<file path="src/rtl/decode_pkg.sv">
`default_nettype none
// ============================================================================
//  Module   : decode_pkg
//  Purpose  : Shared types, opcode constants and the opcode classifier for
//             the RV32I decode-stage controller.
//  Revision : 1.0 - initial release
// ============================================================================
package decode_pkg;

    // Immediate format selected for the instruction in decode.
    typedef enum logic [2:0] {
        IMM_NONE = 3'd0,
        IMM_I    = 3'd1,
        IMM_S    = 3'd2,
        IMM_B    = 3'd3,
        IMM_U    = 3'd4,
        IMM_J    = 3'd5
    } imm_sel_e;

    // Occupancy of the single-entry ID/EX register.
    typedef enum logic [1:0] {
        EMPTY   = 2'd0,
        FULL    = 2'd1,
        LU_WAIT = 2'd2
    } state_e;

    localparam logic [6:0] OPC_LOAD     = 7'b0000011;
    localparam logic [6:0] OPC_OP_IMM   = 7'b0010011;
    localparam logic [6:0] OPC_JALR     = 7'b1100111;
    localparam logic [6:0] OPC_STORE    = 7'b0100011;
    localparam logic [6:0] OPC_BRANCH   = 7'b1100011;
    localparam logic [6:0] OPC_LUI      = 7'b0110111;
    localparam logic [6:0] OPC_AUIPC    = 7'b0010111;
    localparam logic [6:0] OPC_JAL      = 7'b1101111;
    localparam logic [6:0] OPC_OP       = 7'b0110011;
    localparam logic [6:0] OPC_MISC_MEM = 7'b0001111;
    localparam logic [6:0] OPC_SYSTEM   = 7'b1110011;

    // Everything decode needs to know about an opcode.
    typedef struct packed {
        imm_sel_e imm_sel;
        logic     illegal;
        logic     rs1_used;
        logic     rs2_used;
        logic     is_load;
    } dec_info_t;

    // Contents of the ID/EX register.
    typedef struct packed {
        logic [31:0] pc;
        logic [31:0] instr;
        logic [31:0] imm;
        imm_sel_e    imm_sel;
        logic [4:0]  rs1;
        logic [4:0]  rs2;
        logic [4:0]  rd;
        logic        is_load;
        logic        illegal;
    } ex_payload_t;

    // Map a 7-bit opcode onto its immediate format and register usage.
    function automatic dec_info_t classify(input logic [6:0] opcode);
        dec_info_t info;
        info.imm_sel  = IMM_NONE;
        info.illegal  = 1'b0;
        info.rs1_used = 1'b0;
        info.rs2_used = 1'b0;
        info.is_load  = 1'b0;
        case (opcode)
            OPC_LOAD: begin
                info.imm_sel  = IMM_I;
                info.rs1_used = 1'b1;
                info.is_load  = 1'b1;
            end
            OPC_OP_IMM, OPC_JALR: begin
                info.imm_sel  = IMM_I;
                info.rs1_used = 1'b1;
            end
            OPC_STORE: begin
                info.imm_sel  = IMM_S;
                info.rs1_used = 1'b1;
                info.rs2_used = 1'b1;
            end
            OPC_BRANCH: begin
                info.imm_sel  = IMM_B;
                info.rs1_used = 1'b1;
                info.rs2_used = 1'b1;
            end
            OPC_LUI, OPC_AUIPC: info.imm_sel = IMM_U;
            OPC_JAL:            info.imm_sel = IMM_J;
            OPC_OP: begin
                info.rs1_used = 1'b1;
                info.rs2_used = 1'b1;
            end
            OPC_MISC_MEM, OPC_SYSTEM: info.imm_sel = IMM_NONE;
            default:                  info.illegal = 1'b1;
        endcase
        return info;
    endfunction

endpackage
`default_nettype wire

</file>
<file path="src/rtl/imm_gen.sv">
`default_nettype none
// ============================================================================
//  Module   : imm_gen
//  Purpose  : Produces all five sign-extended RV32I immediates in parallel
//             from the instruction word; the caller selects one.
//  Revision : 1.0 - initial release
// ============================================================================
module imm_gen (
    input  logic [31:7] i_instr,
    output logic [31:0] o_imm_i,
    output logic [31:0] o_imm_s,
    output logic [31:0] o_imm_b,
    output logic [31:0] o_imm_u,
    output logic [31:0] o_imm_j
);

    // Bit-field reassembly for each format; the opcode bits are not needed.
    always_comb begin
        o_imm_i = {{20{i_instr[31]}}, i_instr[31:20]};
        o_imm_s = {{20{i_instr[31]}}, i_instr[31:25], i_instr[11:7]};
        o_imm_b = {{19{i_instr[31]}}, i_instr[31], i_instr[7],
                   i_instr[30:25], i_instr[11:8], 1'b0};
        o_imm_u = {i_instr[31:12], 12'b0};
        o_imm_j = {{11{i_instr[31]}}, i_instr[31], i_instr[19:12],
                   i_instr[20], i_instr[30:21], 1'b0};
    end

endmodule
`default_nettype wire

</file>
<file path="src/rtl/decode_ctrl.sv">
`default_nettype none
// ============================================================================
//  Module   : decode_ctrl
//  Purpose  : RV32I decode-stage controller. Classifies fetched instructions,
//             selects the immediate, fills the single-entry ID/EX register
//             and inserts one bubble on a load-use hazard.
//  Revision : 1.0 - initial release
// ============================================================================
module decode_ctrl
    import decode_pkg::*;
#(
    parameter int XLEN  = 32,
    parameter int CNT_W = 16
) (
    input  logic             clk,
    input  logic             rst,
    input  logic             if_valid,
    input  logic [31:0]      if_instr,
    input  logic [XLEN-1:0]  if_pc,
    output logic             if_ready,
    input  logic             flush,
    input  logic             ex_ready,
    output logic             ex_valid,
    output logic [XLEN-1:0]  ex_pc,
    output logic [31:0]      ex_instr,
    output logic [XLEN-1:0]  ex_imm,
    output logic [2:0]       ex_imm_sel,
    output logic [4:0]       ex_rs1,
    output logic [4:0]       ex_rs2,
    output logic [4:0]       ex_rd,
    output logic             ex_is_load,
    output logic             ex_illegal,
    output logic [CNT_W-1:0] lu_stall_cnt
);

    state_e           state_q, state_d;
    logic             ex_valid_q, ex_valid_d;
    ex_payload_t      payload_q, payload_d;
    logic [CNT_W-1:0] cnt_q, cnt_d;

    dec_info_t   w_info;
    logic [4:0]  w_rs1, w_rs2, w_rd;
    logic [31:0] w_imm_i, w_imm_s, w_imm_b, w_imm_u, w_imm_j;
    logic [31:0] w_imm;
    logic        w_hazard;
    logic        w_accept;
    logic        w_cnt_inc;

    imm_gen u_imm_gen (
        .i_instr (if_instr[31:7]),
        .o_imm_i (w_imm_i),
        .o_imm_s (w_imm_s),
        .o_imm_b (w_imm_b),
        .o_imm_u (w_imm_u),
        .o_imm_j (w_imm_j)
    );

    // Decode the incoming word and test it against a load sitting in ID/EX.
    always_comb begin
        w_info   = classify(if_instr[6:0]);
        w_rs1    = if_instr[19:15];
        w_rs2    = if_instr[24:20];
        w_rd     = if_instr[11:7];
        w_hazard = ex_valid_q && payload_q.is_load && (payload_q.rd != 5'd0) &&
                   ((w_info.rs1_used && (w_rs1 == payload_q.rd)) ||
                    (w_info.rs2_used && (w_rs2 == payload_q.rd)));
        if_ready = !flush && !w_hazard && (!ex_valid_q || ex_ready);
        w_accept = if_valid && if_ready;
    end

    // Pick the immediate matching the decoded format; formats without one give 0.
    always_comb begin
        case (w_info.imm_sel)
            IMM_I:   w_imm = w_imm_i;
            IMM_S:   w_imm = w_imm_s;
            IMM_B:   w_imm = w_imm_b;
            IMM_U:   w_imm = w_imm_u;
            IMM_J:   w_imm = w_imm_j;
            default: w_imm = 32'd0;
        endcase
    end

    // Next-state, payload load and stall-counter update.
    always_comb begin
        state_d = state_q;
        case (state_q)
            EMPTY: begin
                if (w_accept) state_d = FULL;
            end
            FULL: begin
                // A load consumed this cycle cannot be held back, so ex_ready
                // outranks the hazard: the dependant simply enters behind a
                // bubble. LU_WAIT is only for a load that EX is not taking.
                if (flush)                      state_d = EMPTY;
                else if (ex_ready)              state_d = w_accept ? FULL : EMPTY;
                else if (w_hazard && if_valid)  state_d = LU_WAIT;
            end
            LU_WAIT: begin
                if (flush || ex_ready) state_d = EMPTY;
            end
            default: state_d = EMPTY;
        endcase
        ex_valid_d = (state_d != EMPTY);

        payload_d = payload_q;
        if (w_accept) begin
            payload_d.pc      = if_pc;
            payload_d.instr   = if_instr;
            payload_d.imm     = w_imm;
            payload_d.imm_sel = w_info.imm_sel;
            payload_d.rs1     = w_rs1;
            payload_d.rs2     = w_rs2;
            payload_d.rd      = w_rd;
            payload_d.is_load = w_info.is_load;
            payload_d.illegal = w_info.illegal;
        end

        w_cnt_inc = (state_q == LU_WAIT) ||
                    ((state_q == FULL) && w_hazard && if_valid && !flush);
        cnt_d     = (w_cnt_inc && (cnt_q != {CNT_W{1'b1}})) ? cnt_q + CNT_W'(1) : cnt_q;
    end

    // State and output registers; reset wins over flush and accept.
    always_ff @(posedge clk) begin
        if (rst) begin
            state_q    <= EMPTY;
            ex_valid_q <= 1'b0;
            payload_q  <= '0;
            cnt_q      <= '0;
        end else begin
            state_q    <= state_d;
            ex_valid_q <= ex_valid_d;
            payload_q  <= payload_d;
            cnt_q      <= cnt_d;
        end
    end

    assign ex_valid     = ex_valid_q;
    assign ex_pc        = payload_q.pc;
    assign ex_instr     = payload_q.instr;
    assign ex_imm       = payload_q.imm;
    assign ex_imm_sel   = payload_q.imm_sel;
    assign ex_rs1       = payload_q.rs1;
    assign ex_rs2       = payload_q.rs2;
    assign ex_rd        = payload_q.rd;
    assign ex_is_load   = payload_q.is_load;
    assign ex_illegal   = payload_q.illegal;
    assign lu_stall_cnt = cnt_q;

endmodule
`default_nettype wire
</file>
<file path="config.mk">
export PLATFORM = sky130hd
export DESIGN_NAME = decode_ctrl
export DESIGN_NICKNAME = d
export VERILOG_FILES = /design/src/rtl/decode_pkg.sv /design/src/rtl/imm_gen.sv /design/src/rtl/decode_ctrl.sv
export SDC_FILE = /design/constraint.sdc
export NUM_CORES = 1
export LEC_CHECK = 0
export CORE_UTILIZATION = 44
export CTS_CLUSTER_SIZE = 8
export DETAILED_ROUTE_END_ITERATION = 6
export PLACE_DENSITY = 0.91
export SLEW_MARGIN = 40
export SYNTH_ARGS = -nofsm -noshare
export SYNTH_HDL_FRONTEND = slang
export SYNTH_SLANG_ARGS = --single-unit
</file>
<file path="constraint.sdc">
create_clock -name clk -period 3.8 [get_ports clk]
set_input_delay 1.14 -clock clk [delete_from_list [all_inputs] [get_ports clk]]
set_output_delay 1.14 -clock clk [all_outputs]
set_load 0.01 [all_outputs]
</file>
Word-level counts from Yosys, hierarchy flattened --
Cells that the tools add are included.
Storage, ports and cells: register bits 135, output and inout port bits 134
Operators by class: add/sub/neg operators 1, mux-type cells 13, reductions and logical operators 28, equal/unequal tests 21
Operator list (count):
- one-hot mux 32 bit (5 select lines) | 1
- == test 7 bit (second input constant) | 4
- == test 7 x 6 -> 1 bit (second input constant) | 3
- adder 16 x 1 -> 16 bit (second input constant) | 1
- != test 16 bit (second input constant) | 1
- one-hot mux 3 bit (5 select lines) | 1
- == test 7 x 5 -> 1 bit (second input constant) | 2
- logical AND 1 bit | 13
- OR reduction 11 bit | 1
- == test 5 bit | 2
- two-way mux 2 bit | 5
- == test 7 x 2 -> 1 bit (second input constant) | 1
- == test 7 x 4 -> 1 bit (second input constant) | 1
- == test 3 x 2 -> 1 bit (second input constant) | 2
- == test 3 bit (second input constant) | 2
- one-hot mux 2 bit (3 select lines) | 1
- OR reduction 3 bit | 2
- OR reduction 6 bit | 1
- two-way mux 1 bit | 5
- nonzero test 5 bit | 1
- logical OR 1 bit | 4
- == test 3 x 1 -> 1 bit (second input constant) | 1
- zero test 1 bit | 3
- == test 2 x 1 -> 1 bit (second input constant) | 1
- other kinds (4) | 4

Logic depth before layout (Yosys ltp) --
Gate-level depths: netlist (run 1).
depth in word-level cells 15, gate-level depth with buffers 11

Hierarchy --
Synthesis (run 1) repeated with hierarchy kept, for this count alone.
Unflattened totals: cell total of the unflattened synthesis 825, area, all modules 6830.3 um^2
Modules (own cells, without submodules):
- decode_ctrl | sequential area each 2402.3 um^2, cells each 664, instances 1, area each 5625.4 um^2
- imm_gen | sequential area each 0.0 um^2, cells each 161, instances 1, area each 1204.9 um^2

Worst setup path after synthesis (run 1) --
OpenSTA, ideal clock, no wires.
kind input-to-output, start in if_instr[4], end out if_ready, cell stages on the path 7, path buffers 1, path slack 491 ps, data required time 2660 ps, arrival 2169 ps, cell sequence clkbuf_1 nand3b_1 o21ai_0 nand4_1 a21o_2 nand2_1 a21oi_1
On the way: word-level cells in the longest chain between the ends 9
Ends and longest elaborated chain:
- from (decl) | line decode_ctrl.sv:18 | input logic [31:0] if_instr,
- == test 7 x 6 -> 1 bit (tied with other cells) | line decode_pkg.sv:69 | case (opcode)
- OR reduction 6 bit (no line) / OR reduction 3 bit (equally long branches)
- two-way mux 1 bit | line decode_pkg.sv:69
- logical AND 1 bit, on equally long branches | line decode_ctrl.sv:65, decode_ctrl.sv:66
- logical OR 1 bit * | line decode_ctrl.sv:65 | ((w_info.rs1_used && (w_rs1 == payload_q.rd)) ||
- logical AND 1 bit * | line decode_ctrl.sv:64 | w_hazard = ex_valid_q && payload_q.is_load && (payload_q.rd != 5'd0) &&
- zero test 1 bit * | line decode_ctrl.sv:67 | if_ready = !flush && !w_hazard && (!ex_valid_q || ex_ready);
- logical AND 1 bit * (2 in series) | line decode_ctrl.sv:67
- to (decl) | line decode_ctrl.sv:20 | output logic if_ready,
Mark *: on every way between the ends. The rest lies on a longest branch, timed or not.

Worst setup path after layout (run 1) --
start in if_instr[5], end out if_ready
The elaborated chain is that of the path after synthesis.

==> flow_metrics.env, run 1 <==
export IMPL_synthesis_area_um2=5150
export IMPL_drc_errors=0
export IMPL_synth_most_common_cell="nand2_1"
export IMPL_synth_warning_count=0
export IMPL_finalCritPeriodShare_pct=99.4
export IMPL_final_nets=930
export IMPL_clk_latency_ns=0.41
export IMPL_status="completed"
export IMPL_grt_util_met1_pct=31.1
export IMPL_grt_ovfl_total=0
export IMPL_grt_max_degree=75
export IMPL_r2r_end="lu_stall_cnt[15]"
export IMPL_p_sw_mw=0.875
export IMPL_cts_sinks=120
export IMPL_drive_gt1_share_pct=12.3
export IMPL_hp_class="reg -> reg"
export IMPL_dp_slack_ns=-0.599
export IMPL_cts_tree="done"
export IMPL_yosysSeqAreaShare_pct=46.7
export IMPL_start_util_pct=45.1
export IMPL_worstPathRequired_ns=2.66
export IMPL_clock_skew_final_ns=0.0106
export IMPL_sw_frac_of_total_pct=25.7
export IMPL_antenna_found_initial=0
export IMPL_async_flop_share_pct=0
export IMPL_fmax_mhz=265
export IMPL_avgViaCountPerCell=5.32
export IMPL_wl_mm=16.4
export IMPL_setup_viol=0
export IMPL_place_inst=980
export IMPL_cap_violations=0
export IMPL_yosys_area_top_type="dfxtp_1"
export IMPL_crit_path_end_kind="output pin"
export IMPL_netlist_area_leader_share_pct=46.7
export IMPL_ant_nets=0
export IMPL_grtUsageTotal_pct=27.2
export IMPL_grt_pass1_wl_mm=25.0
export IMPL_met2_usage_pct=47.6
export IMPL_min_from="ex_pc[31]"
export IMPL_dieArea_um2=12100
export IMPL_cts_buffer_depth=2
export IMPL_detailroute_via_count=5408
export IMPL_hold_viol=0
export IMPL_rr_startpoint="ex_instr[10]"
export IMPL_p_per_area_nw_per_um2=418
export IMPL_htreeDepth=4
export IMPL_wl_per_cell_um=16.2
export IMPL_first_iter_violations=402
export IMPL_yosysUniqueCellTypes=55
export IMPL_min_to="ex_pc[31]"
export IMPL_ys_seq_elements=120
export IMPL_tightest_slew_ns=0.755
export IMPL_worst_setup_path_type="in -> out"
export IMPL_diodes=0
export IMPL_critPathMaxFanout=2
export IMPL_cp_slowest_stage_delay_ns=0.49
export IMPL_synth_edf_count=0
export IMPL_die_width_um=110
export IMPL_synth_area_leaders="dfxtp_1, nand2_1, a21oi_1, nor2_1, a211oi_1"
export IMPL_pin_count=203
export IMPL_peakVddDrop_v=0.000257
export IMPL_min_path_cells=2
export IMPL_grt_busiest_layer="met2"
export IMPL_die_h_um=110
export IMPL_maxSlewViolCount=0
export IMPL_slew_headroom_pct=49.6
export IMPL_synth_cells=650
export IMPL_cts_clk_slew_worst_paths_ns=0.06
export IMPL_gp_congestion=0.863
export IMPL_intPower_mw=2.53
export IMPL_startpoint_type="primary input"
export IMPL_r2r_worst_path_cells=12
export IMPL_synthToLayoutAreaGrowth_pct=58.0
export IMPL_reg2reg_slack_ns=0.66
export IMPL_setup_slack_ns=0.0240
export IMPL_grt_pass1_vias=5067
export IMPL_dr_pass1_iters=5
export IMPL_p_leak_nw=3.04
export IMPL_cts_root_buf="clkbuf_16"
export IMPL_period_needed_ns=3.78
export IMPL_cpMaxStageDelayCell="clkdlybuf4s50_1"
export IMPL_hold_buffers=0
export IMPL_port_buffer_count=202
export IMPL_fin_cells=1016
export IMPL_rows=39
export IMPL_crit_chain="clkdlybuf4s50_1, nand3b_1, o21ai_0, nand4_1, a21o_2, nand2_1, a21oi_1, buf_2"
export IMPL_utilization_pct=71.2
export IMPL_worstPathArrival_ns=2.64
export IMPL_pwr_share_clk_pct=47.2
export IMPL_power_frac_comb_pct=13.4
export IMPL_grt_use_met3_pct=8.64
export IMPL_synthTopCellsByCount="nand2_1, dfxtp_1, a21oi_1"
export IMPL_yosys_most_used_dff="dfxtp_1"
export IMPL_syn_area_per_cell_um2=7.92
export IMPL_p_seq_share_pct=39.5
export IMPL_cts_buffers=17
export IMPL_dp_hpwl_mm=11.4
export IMPL_synth_nets=720
export IMPL_design_core_area_um2=11400
==> state kept, by name, indices dropped and copies added (netlist names) <==
register      count
ex_pc            32
ex_imm_sel        3
ex_imm           32
state_q           2
ex_valid          1
ex_instr         32
lu_stall_cnt     16
ex_is_load        1
ex_illegal        1
==> final cells by class <==
type	instances	area, um2
fillers	871	3290
repair buffers	253	2470
inverters	5	18.8
multi-input cells	463	2470
flip-flops and latches	120	2400
well taps	143	179
clock inverters	15	168
clock buffers	17	425
==> cells in the final DEF (no fill, tap or decap), types with 3 or more instances in the layout <==
cell / n
a211oi_1: 23
a21oi_1: 89
a311oi_1: 6
a31o_2: 3
and3_1: 4
buf_12: 7
buf_4: 45
clkbuf_16: 17
clkdlybuf4s50_1: 186
clkinv_4: 5
dfxtp_1: 120
dlygate4sd2_1: 10
inv_1: 5
inv_6: 5
nand2_1: 160
nand2b_1: 5
nand3_1: 16
nand4_1: 4
nor2_1: 52
nor2b_1: 7
nor3_1: 25
o21ai_0: 5
or3_1: 3
xnor2_1: 10
xor2_1: 6
==> through the flow <==
step	setup TNS (ns)	area, um2	hold WS, ns	power, mW
floorplan	0	5150	0.443	1.55
global placement	-1.33	7480	0.439	1.81
detailed placement	-1.91	7480	0.446	1.82
CTS	0	8120	0.455	3.41
global route	-0.0236	8130	0.468	3.53
finish	0	8130	0.454	3.40
==> kinds of logic after synthesis <==
| kind of cell | synth area share, % |
|---|---|
| compound gates | 17.2 |
| xor+xnor | 3.06 |
| fa+ha+maj | 0.243 |
| buf+inv | 6.39 |
| flops | 46.7 |
| mux | 0.948 |
| simple gates | 25.5 |
==> worst max path at each step <==
stage               cells past startpoint  endpoint  slack (ns)         start
global placement                        9  if_ready       -0.57  if_instr[23]
CTS                                     7  if_ready        0.01   if_instr[2]
floorplan                               7  if_ready        0.49   if_instr[4]
global route                            8  if_ready       -0.02  if_instr[19]
detailed placement                      9  if_ready       -0.60  if_instr[23]
finish                                  8  if_ready        0.02   if_instr[5]
==> worst max-delay path, delay by kind of cell <==
family          cells  cell delay [ns]
simple gates        3             0.40
buf+inv             2             0.63
compound gates      3             0.47
==> what timing repair did <==
item	in CTS	in global routing
pin swaps	6	4
buffers inserted	3	1
resized for setup	22	6
setup endpoints to repair	1	1
==> power groups by stage <==
| stage | registers (mW) | clock network, mW | logic, mW |
|---|---|---|---|
| global route | 1.35 | 1.69 | 0.489 |
| finish | 1.34 | 1.61 | 0.454 |
| CTS | 1.34 | 1.62 | 0.453 |
| global placement | 1.37 | 0 | 0.441 |
| detailed placement | 1.37 | 0 | 0.448 |
| floorplan | 1.39 | 0 | 0.163 |
==> per-layer routing <==
layer | up-vias | part of all wire (%)
li1 | 2620 | -
met1 | 2551 | 39
met2 | 210 | 52
met3 | 27 | 7.2
met4 | 0 | 1.9
met5 | - | 0
No activity file was read; power rests on OpenSTA's default activity.
==> inputs of run 2 (changes only) <==
--- a/config.mk
+++ b/config.mk
@@ -5,10 +5,11 @@
 export SDC_FILE = /design/constraint.sdc
 export NUM_CORES = 1
 export LEC_CHECK = 0
+export ABC_AREA = 1
 export CORE_UTILIZATION = 44
 export CTS_CLUSTER_SIZE = 8
 export DETAILED_ROUTE_END_ITERATION = 6
-export PLACE_DENSITY = 0.91
+export PLACE_DENSITY = 0.9
 export SLEW_MARGIN = 40
 export SYNTH_ARGS = -nofsm -noshare
 export SYNTH_HDL_FRONTEND = slang
==> flow_metrics.env, run 2 <==
export IMPL_ant_nets=0
export IMPL_yosysUniqueCellTypes=37
export IMPL_power_frac_comb_pct=11.7
export IMPL_num_fill_cells=864
export IMPL_synth_most_common_cell="nand2_1"
export IMPL_pin_count=203
export IMPL_cap_violations=0
export IMPL_rsz0062_at_grt="no"
export IMPL_hold_viol=0
export IMPL_design_core_area_um2=11600
export IMPL_drive_gt1_share_pct=11.1
export IMPL_cts_sinks=120
export IMPL_first_iter_violations=531
export IMPL_crit_family="buffers and inverters"
export IMPL_fin_cells=1072
export IMPL_cts_buffer_depth=2
export IMPL_grt_pass1_wl_mm=25.3
export IMPL_syn_area_per_cell_um2=7.43
export IMPL_yosys_area_top_type="dfxtp_1"
export IMPL_die_width_um=111
export IMPL_grt_ovfl_total=0
export IMPL_grt_pass1_vias=5163
export IMPL_diodes=0
export IMPL_critPathBufInv=5
export IMPL_hp_class="reg -> reg"
export IMPL_drc_errors=13
export IMPL_peakVddDrop_v=0.000351
export IMPL_maxSlewViolCount=0
export IMPL_synthTopCellsByCount="nand2_1, dfxtp_1, a21oi_1"
export IMPL_design_area_um2=8140
export IMPL_synth_nets=780
export IMPL_rows=39
export IMPL_ys_seq_elements=120
export IMPL_met2_usage_pct=42.9
export IMPL_fmax_mhz=275
export IMPL_cts_buffers=17
export IMPL_cts_tree="done"
export IMPL_start_util_pct=45.6
export IMPL_setup_viol=0
export IMPL_grt_max_degree=90
export IMPL_slew_headroom_pct=54.4
export IMPL_mostFrequentLayoutCells="nand2_1, clkdlybuf4s50_1, dfxtp_1"
export IMPL_dr_pass1_iters=7
export IMPL_cp_slowest_stage_delay_ns=0.49
export IMPL_synth_edf_count=0
export IMPL_critPathMaxFanout=2
export IMPL_grtUsageTotal_pct=25.5
export IMPL_finalCritPeriodShare_pct=95.6
export IMPL_startpoint_type="primary input"
export IMPL_tightest_slew_ns=0.684
export IMPL_clock_skew_final_ns=0.00764
export IMPL_cpMaxStageDelayCell="clkdlybuf4s50_1"
export IMPL_dp_hpwl_mm=11.2
export IMPL_place_area_um2=7510
export IMPL_pwr_share_clk_pct=49.6
export IMPL_cp_common_cell="nand2_1"
export IMPL_setup_slack_ns=0.166
export IMPL_wl_per_cell_um=14.7
export IMPL_p_leak_nw=3.16
export IMPL_synthesis_area_um2=5280
export IMPL_final_common_cell="nand2_1"
export IMPL_final_nets=987
export IMPL_worst_setup_path_type="in -> out"
export IMPL_dieArea_um2=12400
export IMPL_port_buffer_count=202
export IMPL_finalSetupTns_ns=0
export IMPL_antenna_found_initial=0
export IMPL_worstPathArrival_ns=2.49
export IMPL_p_per_area_nw_per_um2=423
export IMPL_netlist_area_leader_share_pct=45.5
export IMPL_wl_mm=15.7
export IMPL_htreeDepth=4
export IMPL_grt_busiest_layer="met2"
export IMPL_grt_util_met1_pct=31.1
export IMPL_crit_chain="clkdlybuf4s50_1, buf_4, nand2_1, nor2_2, nand2_1, nand3_1, nand2_1, inv_2, nand2_2, nand2_1, inv_1, clkbuf_2"
export IMPL_yosysSeqAreaShare_pct=45.5
export IMPL_synth_cells=710
export IMPL_violations="DRC"
export IMPL_status="finished with violations"
export IMPL_cts_root_buf="clkbuf_16"
export IMPL_avgViaCountPerCell=5.16
export IMPL_worstPathRequired_ns=2.66
export IMPL_intPower_mw=2.67
export IMPL_cts_clk_slew_worst_paths_ns=0.05
export IMPL_yosys_most_used_dff="dfxtp_1"
export IMPL_synth_area_leaders="dfxtp_1, nand2_1, a21oi_1, o21ai_0, buf_4"
export IMPL_sw_frac_of_total_pct=22.3
export IMPL_period_needed_ns=3.63
export IMPL_p_seq_share_pct=38.7
export IMPL_async_flop_share_pct=0
export IMPL_synthToLayoutAreaGrowth_pct=54.3
export IMPL_clk_latency_ns=0.41
export IMPL_gp_congestion=0.931
export IMPL_grt_use_met3_pct=7.40
export IMPL_p_sw_mw=0.769
export IMPL_place_inst=1041
export IMPL_die_h_um=111
export IMPL_dp_slack_ns=-0.347
export IMPL_detailroute_via_count=5533
export IMPL_synth_warning_count=0
export IMPL_crit_path_end_kind="output pin"
## run 2: cell types whose count changed in the layout (fill, tap and decap cells not counted), moves of 7 or more
| cell | change |
|---|---|
| nor2_1 | -27 |
| nand2_1 | +49 |
| dlygate4sd2_1 | -8 |
| a211oi_1 | -23 |
| inv_1 | +30 |
| clkdlybuf4s50_1 | +12 |
| o21ai_0 | +33 |
| buf_4 | -7 |
| nand4_1 | +15 |
| nor3_1 | -16 |
| xor2_1 | +9 |
| nor2b_1 | -7 |
| a21oi_1 | +23 |
| inv_2 | +7 |
## run 2: routing by layer
layer	part of all wire, %	vias up
met3	7.6	27
met5	0	-
met4	1.9	0
met1	42	2536
li1	-	2736
met2	49	234
## run 2: logic make-up after synthesis
logic type,share of synthesized area (%)
buffers and inverters,9.18
and+or+nand+nor,24.9
AOI/OAI and AO/OA,16.9
DFF,45.5
xor gates and xnor gates,3.32
adders and majority gates,0.237
## run 2: worst register-to-register path: cells and delay by family, from the launching register on
kind          cells  cell delay [ns]
fa+ha+maj         1             0.23
flops             1             0.42
simple gates      8             1.50
## run 2: area by class of cell
class | instances | area [um2] | area share (%)
clock inverters | 9 | 145 | 1.78
inverters | 46 | 174 | 2.14
flip-flops and latches | 120 | 2400 | 29.5
repair buffers | 242 | 2350 | 28.9
clock buffers | 22 | 484 | 5.95
multi-input cells | 490 | 2410 | 29.6
well taps | 143 | 179 | 2.20
## run 2: repair_timing
item                                    in CTS  in global routing
hold buffers                                 0                  0
endpoints found under the setup margin       1                  1
buffers inserted                             0                  0
gates resized for setup                      8                  1
## run 2: through the flow
step / hold WS [ns] / util [%] / total power [mW]
after floorplan: 0.488 / - / 1.52
after global placement: 0.451 / 64.9 / 1.75
after detailed placement: 0.455 / 64.9 / 1.76
after CTS: 0.464 / 70.4 / 3.46
after global routing: 0.477 / 70.4 / 3.56
final: 0.461 / 70.4 / 3.44
## run 2: power by group through the flow
stage,Sequential [mW],Combinational [mW],Clock [mW]
global placement,1.35,0.395,0
finish,1.33,0.403,1.71
detailed placement,1.36,0.400,0
global route,1.33,0.434,1.80
CTS,1.33,0.404,1.73
floorplan,1.37,0.151,0
## run 2: worst paths after layout
path                            slack, ns  cells after the start              end       startpoint
worst max-delay path                 0.17                     12         if_ready      if_instr[2]
worst min-delay path                 0.46                      2        ex_imm[0]        ex_imm[0]
worst max register to register       1.54                      9  lu_stall_cnt[0]  lu_stall_cnt[0]
worst min register to register       0.46                      2        ex_imm[0]        ex_imm[0]
